--- src/rtl/sweep_controller_if.sv ---
// Control/feedback bundle between the sweep sequencer and its
// config layer plus counter datapath.
interface sweep_controller_if #(
    parameter int WIDTH   = 8,
    parameter int DWELL_W = 8,
    parameter int REPS_W  = 4
);
    logic               start;
    logic               abort;
    logic [WIDTH-1:0]   lo;
    logic [WIDTH-1:0]   hi;
    logic [DWELL_W-1:0] dwell;
    logic [REPS_W-1:0]  reps;
    logic [WIDTH-1:0]   counter_in;
    logic               cnt_load;
    logic [WIDTH-1:0]   cnt_value;
    logic               cnt_dir;
    logic               cnt_pause;
    logic               busy;
    logic               done;
    logic               err;

    modport master (
        output start, abort, lo, hi, dwell, reps, counter_in,
        input  cnt_load, cnt_value, cnt_dir, cnt_pause, busy, done, err
    );

    modport slave (
        input  start, abort, lo, hi, dwell, reps, counter_in,
        output cnt_load, cnt_value, cnt_dir, cnt_pause, busy, done, err
    );
endinterface

--- src/rtl/sweep_controller.sv ---
// Triangle-sweep sequencer driving an up/down counter's load,
// direction and pause controls from captured lo/hi/dwell/reps.
module sweep_controller #(
    parameter int WIDTH   = 8,
    parameter int DWELL_W = 8,
    parameter int REPS_W  = 4
) (
    input  logic             clk,
    input  logic             reset,
    sweep_controller_if.slave bus
);
    typedef enum logic [2:0] {
        IDLE, LOAD, UP, DWELL_HI, DOWN, DWELL_LO, DONE
    } state_e;

    localparam logic [DWELL_W-1:0] D_ONE = DWELL_W'(1);
    localparam logic [REPS_W-1:0]  R_ONE = REPS_W'(1);

    state_e             state_q, state_d;
    logic [WIDTH-1:0]   lo_q, lo_d;
    logic [WIDTH-1:0]   hi_q, hi_d;
    logic [DWELL_W-1:0] dwell_q, dwell_d;
    logic [REPS_W-1:0]  reps_q, reps_d;
    logic [DWELL_W-1:0] dcnt_q, dcnt_d;
    logic [REPS_W-1:0]  rcnt_q, rcnt_d;
    logic               err_q, err_d;
    logic [REPS_W-1:0]  rcnt_inc;
    logic               load, dir, pause, done;

    always_ff @(posedge clk or posedge reset) begin
        if (reset) begin
            state_q <= IDLE;
            lo_q    <= '0;
            hi_q    <= '0;
            dwell_q <= '0;
            reps_q  <= '0;
            dcnt_q  <= '0;
            rcnt_q  <= '0;
            err_q   <= 1'b0;
        end else begin
            state_q <= state_d;
            lo_q    <= lo_d;
            hi_q    <= hi_d;
            dwell_q <= dwell_d;
            reps_q  <= reps_d;
            dcnt_q  <= dcnt_d;
            rcnt_q  <= rcnt_d;
            err_q   <= err_d;
        end
    end

    assign rcnt_inc = rcnt_q + R_ONE;

    always_comb begin
        state_d = state_q;
        lo_d    = lo_q;
        hi_d    = hi_q;
        dwell_d = dwell_q;
        reps_d  = reps_q;
        dcnt_d  = dcnt_q;
        rcnt_d  = rcnt_q;
        err_d   = 1'b0;
        load    = 1'b0;
        dir     = 1'b0;
        pause   = 1'b1;
        done    = 1'b0;
        // abort overrides every active state, including the done pulse
        if (state_q != IDLE && bus.abort) begin
            state_d = IDLE;
        end else begin
            unique case (state_q)
                IDLE: begin
                    if (bus.start && !bus.abort) begin
                        lo_d    = bus.lo;
                        hi_d    = bus.hi;
                        dwell_d = bus.dwell;
                        reps_d  = bus.reps;
                        if (bus.lo >= bus.hi || bus.reps == '0) begin
                            err_d = 1'b1;
                        end else begin
                            rcnt_d  = '0;
                            state_d = LOAD;
                        end
                    end
                end
                LOAD: begin
                    load    = 1'b1;
                    state_d = UP;
                end
                UP: begin
                    pause = 1'b0;
                    if (bus.counter_in == hi_q) begin
                        if (dwell_q == '0) begin
                            dir     = 1'b1;
                            state_d = DOWN;
                        end else begin
                            pause   = 1'b1;
                            dcnt_d  = dwell_q - D_ONE;
                            state_d = DWELL_HI;
                        end
                    end
                end
                DWELL_HI: begin
                    if (dcnt_q != '0) begin
                        dcnt_d = dcnt_q - D_ONE;
                    end else begin
                        dir     = 1'b1;
                        pause   = 1'b0;
                        state_d = DOWN;
                    end
                end
                DOWN: begin
                    dir   = 1'b1;
                    pause = 1'b0;
                    if (bus.counter_in == lo_q) begin
                        rcnt_d = rcnt_inc;
                        dir    = 1'b0;
                        if (rcnt_inc == reps_q) begin
                            pause   = 1'b1;
                            state_d = DONE;
                        end else if (dwell_q == '0) begin
                            state_d = UP;
                        end else begin
                            pause   = 1'b1;
                            dcnt_d  = dwell_q - D_ONE;
                            state_d = DWELL_LO;
                        end
                    end
                end
                DWELL_LO: begin
                    if (dcnt_q != '0) begin
                        dcnt_d = dcnt_q - D_ONE;
                    end else begin
                        pause   = 1'b0;
                        state_d = UP;
                    end
                end
                DONE: begin
                    done    = 1'b1;
                    state_d = IDLE;
                end
                default: state_d = IDLE;
            endcase
        end
    end

    assign bus.cnt_load  = load;
    assign bus.cnt_value = lo_q;
    assign bus.cnt_dir   = dir;
    assign bus.cnt_pause = pause;
    assign bus.busy      = (state_q != IDLE);
    assign bus.done      = done;
    assign bus.err       = err_q;
endmodule
--- src/flat_wrapper.sv ---
// flat-port wrapper written by rule: the top's interface ports become plain ports
module sweep_controller_flat 
#(
    parameter int WIDTH   = 8,
    parameter int DWELL_W = 8,
    parameter int REPS_W  = 4
)
  (clk, reset, bus_start, bus_abort, bus_lo, bus_hi, bus_dwell, bus_reps, bus_counter_in, bus_cnt_load, bus_cnt_value, bus_cnt_dir, bus_cnt_pause, bus_busy, bus_done, bus_err);
  sweep_controller_if #(.WIDTH(WIDTH), .DWELL_W(DWELL_W), .REPS_W(REPS_W)) bus_i ();
  input  logic clk;
  input  logic reset;
  input wire logic [$bits(bus_i.start)-1:0] bus_start;
  input wire logic [$bits(bus_i.abort)-1:0] bus_abort;
  input wire logic [$bits(bus_i.lo)-1:0] bus_lo;
  input wire logic [$bits(bus_i.hi)-1:0] bus_hi;
  input wire logic [$bits(bus_i.dwell)-1:0] bus_dwell;
  input wire logic [$bits(bus_i.reps)-1:0] bus_reps;
  input wire logic [$bits(bus_i.counter_in)-1:0] bus_counter_in;
  output wire logic [$bits(bus_i.cnt_load)-1:0] bus_cnt_load;
  output wire logic [$bits(bus_i.cnt_value)-1:0] bus_cnt_value;
  output wire logic [$bits(bus_i.cnt_dir)-1:0] bus_cnt_dir;
  output wire logic [$bits(bus_i.cnt_pause)-1:0] bus_cnt_pause;
  output wire logic [$bits(bus_i.busy)-1:0] bus_busy;
  output wire logic [$bits(bus_i.done)-1:0] bus_done;
  output wire logic [$bits(bus_i.err)-1:0] bus_err;
  assign bus_i.start = bus_start;
  assign bus_i.abort = bus_abort;
  assign bus_i.lo = bus_lo;
  assign bus_i.hi = bus_hi;
  assign bus_i.dwell = bus_dwell;
  assign bus_i.reps = bus_reps;
  assign bus_i.counter_in = bus_counter_in;
  assign bus_cnt_load = bus_i.cnt_load;
  assign bus_cnt_value = bus_i.cnt_value;
  assign bus_cnt_dir = bus_i.cnt_dir;
  assign bus_cnt_pause = bus_i.cnt_pause;
  assign bus_busy = bus_i.busy;
  assign bus_done = bus_i.done;
  assign bus_err = bus_i.err;
  sweep_controller #(.WIDTH(WIDTH), .DWELL_W(DWELL_W), .REPS_W(REPS_W)) u_core (.clk(clk), .reset(reset), .bus(bus_i));
endmodule
--- config.mk ---
export PLATFORM = sky130hd
export DESIGN_NAME = sweep_controller_flat
export DESIGN_NICKNAME = d
export VERILOG_FILES = /design/src/rtl/sweep_controller_if.sv /design/src/rtl/sweep_controller.sv /design/src/flat_wrapper.sv
export SDC_FILE = /design/constraint.sdc
export NUM_CORES = 1
export LEC_CHECK = 0
export BUFFER_PORTS_ARGS = -buffer_cell sky130_fd_sc_hd__buf_2
export CAP_MARGIN = 5
export CORE_AREA = 2 2 86 88
export DETAILED_ROUTE_END_ITERATION = 10
export DIE_AREA = 0 0 88 90
export MAX_ROUTING_LAYER = met4
export PLACE_DENSITY_LB_ADDON = 0.25
export SETUP_SLACK_MARGIN = 0.4
export SLEW_MARGIN = 20
export SYNTH_ARGS = -nofsm -noshare
export SYNTH_HDL_FRONTEND = slang
export SYNTH_SLANG_ARGS = --single-unit
--- constraint.sdc ---
create_clock -name clk -period 2.65 [get_ports clk]
set_clock_uncertainty 0.1 [all_clocks]
set_input_delay 0.53 -clock clk [delete_from_list [all_inputs] [get_ports clk]]
set_output_delay 0.53 -clock clk [all_outputs]
set_load 0.01 [all_outputs]
==> out/results.txt <==
First-pass GRT wire length -> 11600 µm
Synth Flop Type -> dfrtp_1
Fillers -> 644
Depth of the worst register-to-register path -> 7
Syn Nets -> 329
Post-synth ARST share -> 1.00
Status -> complete, but fails checks
CP most frequent cell -> buf_6
Post-Syn Area per Cell -> 9.84 µm²
Sum of negative setup slack -> -0.0375 ns
CP Launch Type -> flip-flop
Top Ports -> 54
Buffers on Ports -> 53
Max-cap violations -> 0
Routed wire length -> 7020 µm
Finished layout cell area -> 0.00376 mm²
Initial antenna violation count -> 0
Crit-path max FO -> 4
CTS tree -> done
Top cells by area, synth -> dfrtp_1, mux2_2, ha_1, xnor2_1, nand2_1
CTS root buffer -> clkbuf_8
Grt met2 use -> 0.274
Cts bufs inserted -> 5
Worst Setup End Kind -> output pin
Pre-CTS setup slack -> 0.0138 ns
Final Util -> 0.536
Post-synth EDFFs -> 0
M3 GR Usage -> 0.0303
GRT Total Usage -> 0.188
Initial DRC Count -> 172
Worst path max stage delay -> 0.42 ns
Worst IR Drop VDD -> 0.493 mV
Crit path max-delay family -> simple AND/OR/NAND/NOR gates
Final setup vio count -> 2
Final period utilization -> 1.01
Number of placement rows -> 31
Initial Util -> 0.391
Gpl congestion -> 0.841
Diodes inserted -> 0
Worst r2r dst -> u_core.dcnt_q[6]
Fin. Hold Viols -> 0
Max_slew headroom -> 0.473
Hold Crit Class -> in2async
Number of global-route vias before repair -> 2405
Syn. warnings -> 0
Overflow after GRT -> 0
Final worst-path setup slack -> -0.0269 ns
Busiest grt layer -> met2
Longest Clk Path Bufs -> 2
Routed vias/inst -> 5.13
Slew @ Worst Pin -> 0.786 ns
DRC Markers -> 0
R2R setup slack -> 0.27 ns
Yosys top cell area share -> 0.401
Mapped Area -> 0.00275 mm²
Crit path kind -> reg2out
Cell taking the most area after synthesis -> dfrtp_1
Core outline area -> 0.00702 mm²
Worst r2r src -> u_core.bus.cnt_value[0]
Crit-path cells -> nor4_4 > nand2_2 > buf_6 > buf_6 > nor2_4 > or3_4 > or3_1 > nand4_1 > buf_2
Die area -> 0.00792 mm²
Final slew viol count -> 0
Die H -> 90 µm
Die Wd -> 88 µm
H-tree depth -> 2
Vias -> 2397
Post-synthesis sequential area ratio -> 0.401
FMAX -> 374 MHz
P&R area growth vs syn -> 37.1%
Cell count after synthesis -> 279
Dpl cell area -> 0.00329 mm²
Layout cells sized above 1 -> 0.454
Leak -> 1.67 nW
WP data arrival -> 2.05 ns
Distinct cells, synth -> 57
Clk_lat worst skew -> 0.30 ns
Post-route minimum period -> 2.68 ns
CTS Sinks -> 44
Final nets -> 417
Antenna Violating Nets Remaining -> 0
Critical Path RT -> 2.02 ns
Yosys reg bits -> 44
Pwr/cell area -> 970 mW/mm²
Critical path buffers and inverters -> 3
Slowest CP cell -> dfrtp_1
Avg WL per Cell -> 15.0 µm
Met1 Use GR -> 0.266
Total power -> 3.65 mW
Clock Pin Slew Worst Setup and Hold Paths -> 0.09 ns
Failing checks -> setup timing
Pin count of the biggest net entering global routing -> 38
Unrepaired setup endpoints after global routing -> yes
DRT Pass-1 Iters -> 4
Detailed placer's ending HPWL -> 4950 µm
==> worst max path at each step <==
stage	start	end	depth (start not counted)
2_1_floorplan	u_core.dwell_q[2]	bus_cnt_dir	7
3_3_place_gp	u_core.dwell_q[2]	bus_cnt_dir	8
3_5_place_dp	bus_lo[0]	u_core.rcnt_q[1]	10
4_1_cts	u_core.dwell_q[4]	bus_cnt_dir	8
5_1_grt	u_core.dwell_q[5]	bus_cnt_dir	8
6_report	u_core.dwell_q[5]	bus_cnt_pause	9
==> layer usage <==
metal / share of wire / wire length (µm) / up-vias
met5: 0 / 0 / -
met1: 0.46 / 3200 / 1136
met2: 0.48 / 3340 / 73
met3: 0.050 / 352 / 13
li1: - / - / 1175
met4: 0.019 / 130 / 0
==> worst register-to-register path, cell delays in order, from the launching register on <==
cell and delay [ns]:
dfrtp_1 0.43, xor2_2 0.18, nor4_4 0.30, a21o_2 0.23, o31ai_4 0.10, nor3_4 0.30
or4b_1 0.48, and3_4 0.18
==> what timing repair did <==
item	CTS	global route
setup endpoints to repair	30	35
pin swaps	11	19
buffers inserted	17	5
resized for setup	21	32
hold endpoints to repair	0	0
hold buffers	0	0
==> synthesized netlist by cell type (3+ instances only) <==
cell	n
xor2_1	11
mux2i_1	4
xnor2_1	14
nor2_1	20
or3_1	4
nand2b_1	6
nor3_1	5
buf_2	6
nor4_1	3
ha_1	10
o21ai_0	17
a21oi_1	7
nand2_1	26
mux2_2	23
a32o_1	3
o22ai_1	4
nand3_1	4
nand4_1	5
dfrtp_1	44
clkbuf_1	5
inv_1	13
==> layout make-up <==
type / count / area (µm²) / share of cell area
multi-input cells: 210 / 1760 / 0.469
clock buffers: 6 / 82.6 / 0.0219
inverters: 13 / 51.3 / 0.0136
flip-flops and latches: 44 / 1100 / 0.293
well taps: 99 / 124 / 0.0329
repair buffers: 93 / 627 / 0.167
clock inverters: 2 / 10.0 / 0.00266
==> flip-flops by register name, summed over array words and instances, names as in the netlist <==
signal and cells:
u_core.dcnt_q 8, u_core.bus.cnt_value 8, u_core.dwell_q 8, u_core.reps_q 4, u_core.hi_q 8, u_core.bus.err 1, u_core.rcnt_q 4, u_core.state_q 3
==> power by group <==
part	switching (mW)	internal (mW)	total, mW	leakage, nW
clock network	0.243	0.209	0.451	0.0510
registers	0.277	0.970	1.25	0.538
logic	0.933	1.02	1.95	1.08
==> kinds of logic after synthesis <==
logic type               synth area share
flip-flops                          0.401
AND/OR/NAND/NOR                     0.178
multiplexers                        0.109
adder cells (fa/ha/maj)            0.0456
AO/OA/AOI/OAI                       0.149
buffers and inverters              0.0383
XOR/XNOR                           0.0798
==> stage by stage <==
stage          std cells  hold WS (ns)
2_1_floorplan        279         0.357
3_3_place_gp         437         0.387
3_5_place_dp         437         0.392
4_1_cts              462         0.181
5_1_grt              467         0.213
6_report             467         0.161
==> cells in the final DEF, fill, tap and decap left out, drive strengths merged, types with 3 or more instances in the layout <==
master / instances
xor2: 11
ha: 10
nor4: 5
a32o: 3
inv: 12
a21boi: 4
xnor2: 14
o31ai: 3
mux2: 23
nand3: 4
mux2i: 4
nor3: 6
o22ai: 4
or3: 4
nand2: 26
clkinv: 3
a21o: 3
nor2: 20
nand4: 5
buf: 93
clkbuf: 6
nand2b: 6
a21oi: 7
o21ai: 17
dfrtp: 44
No activity file was read; power rests on OpenSTA's default activity.
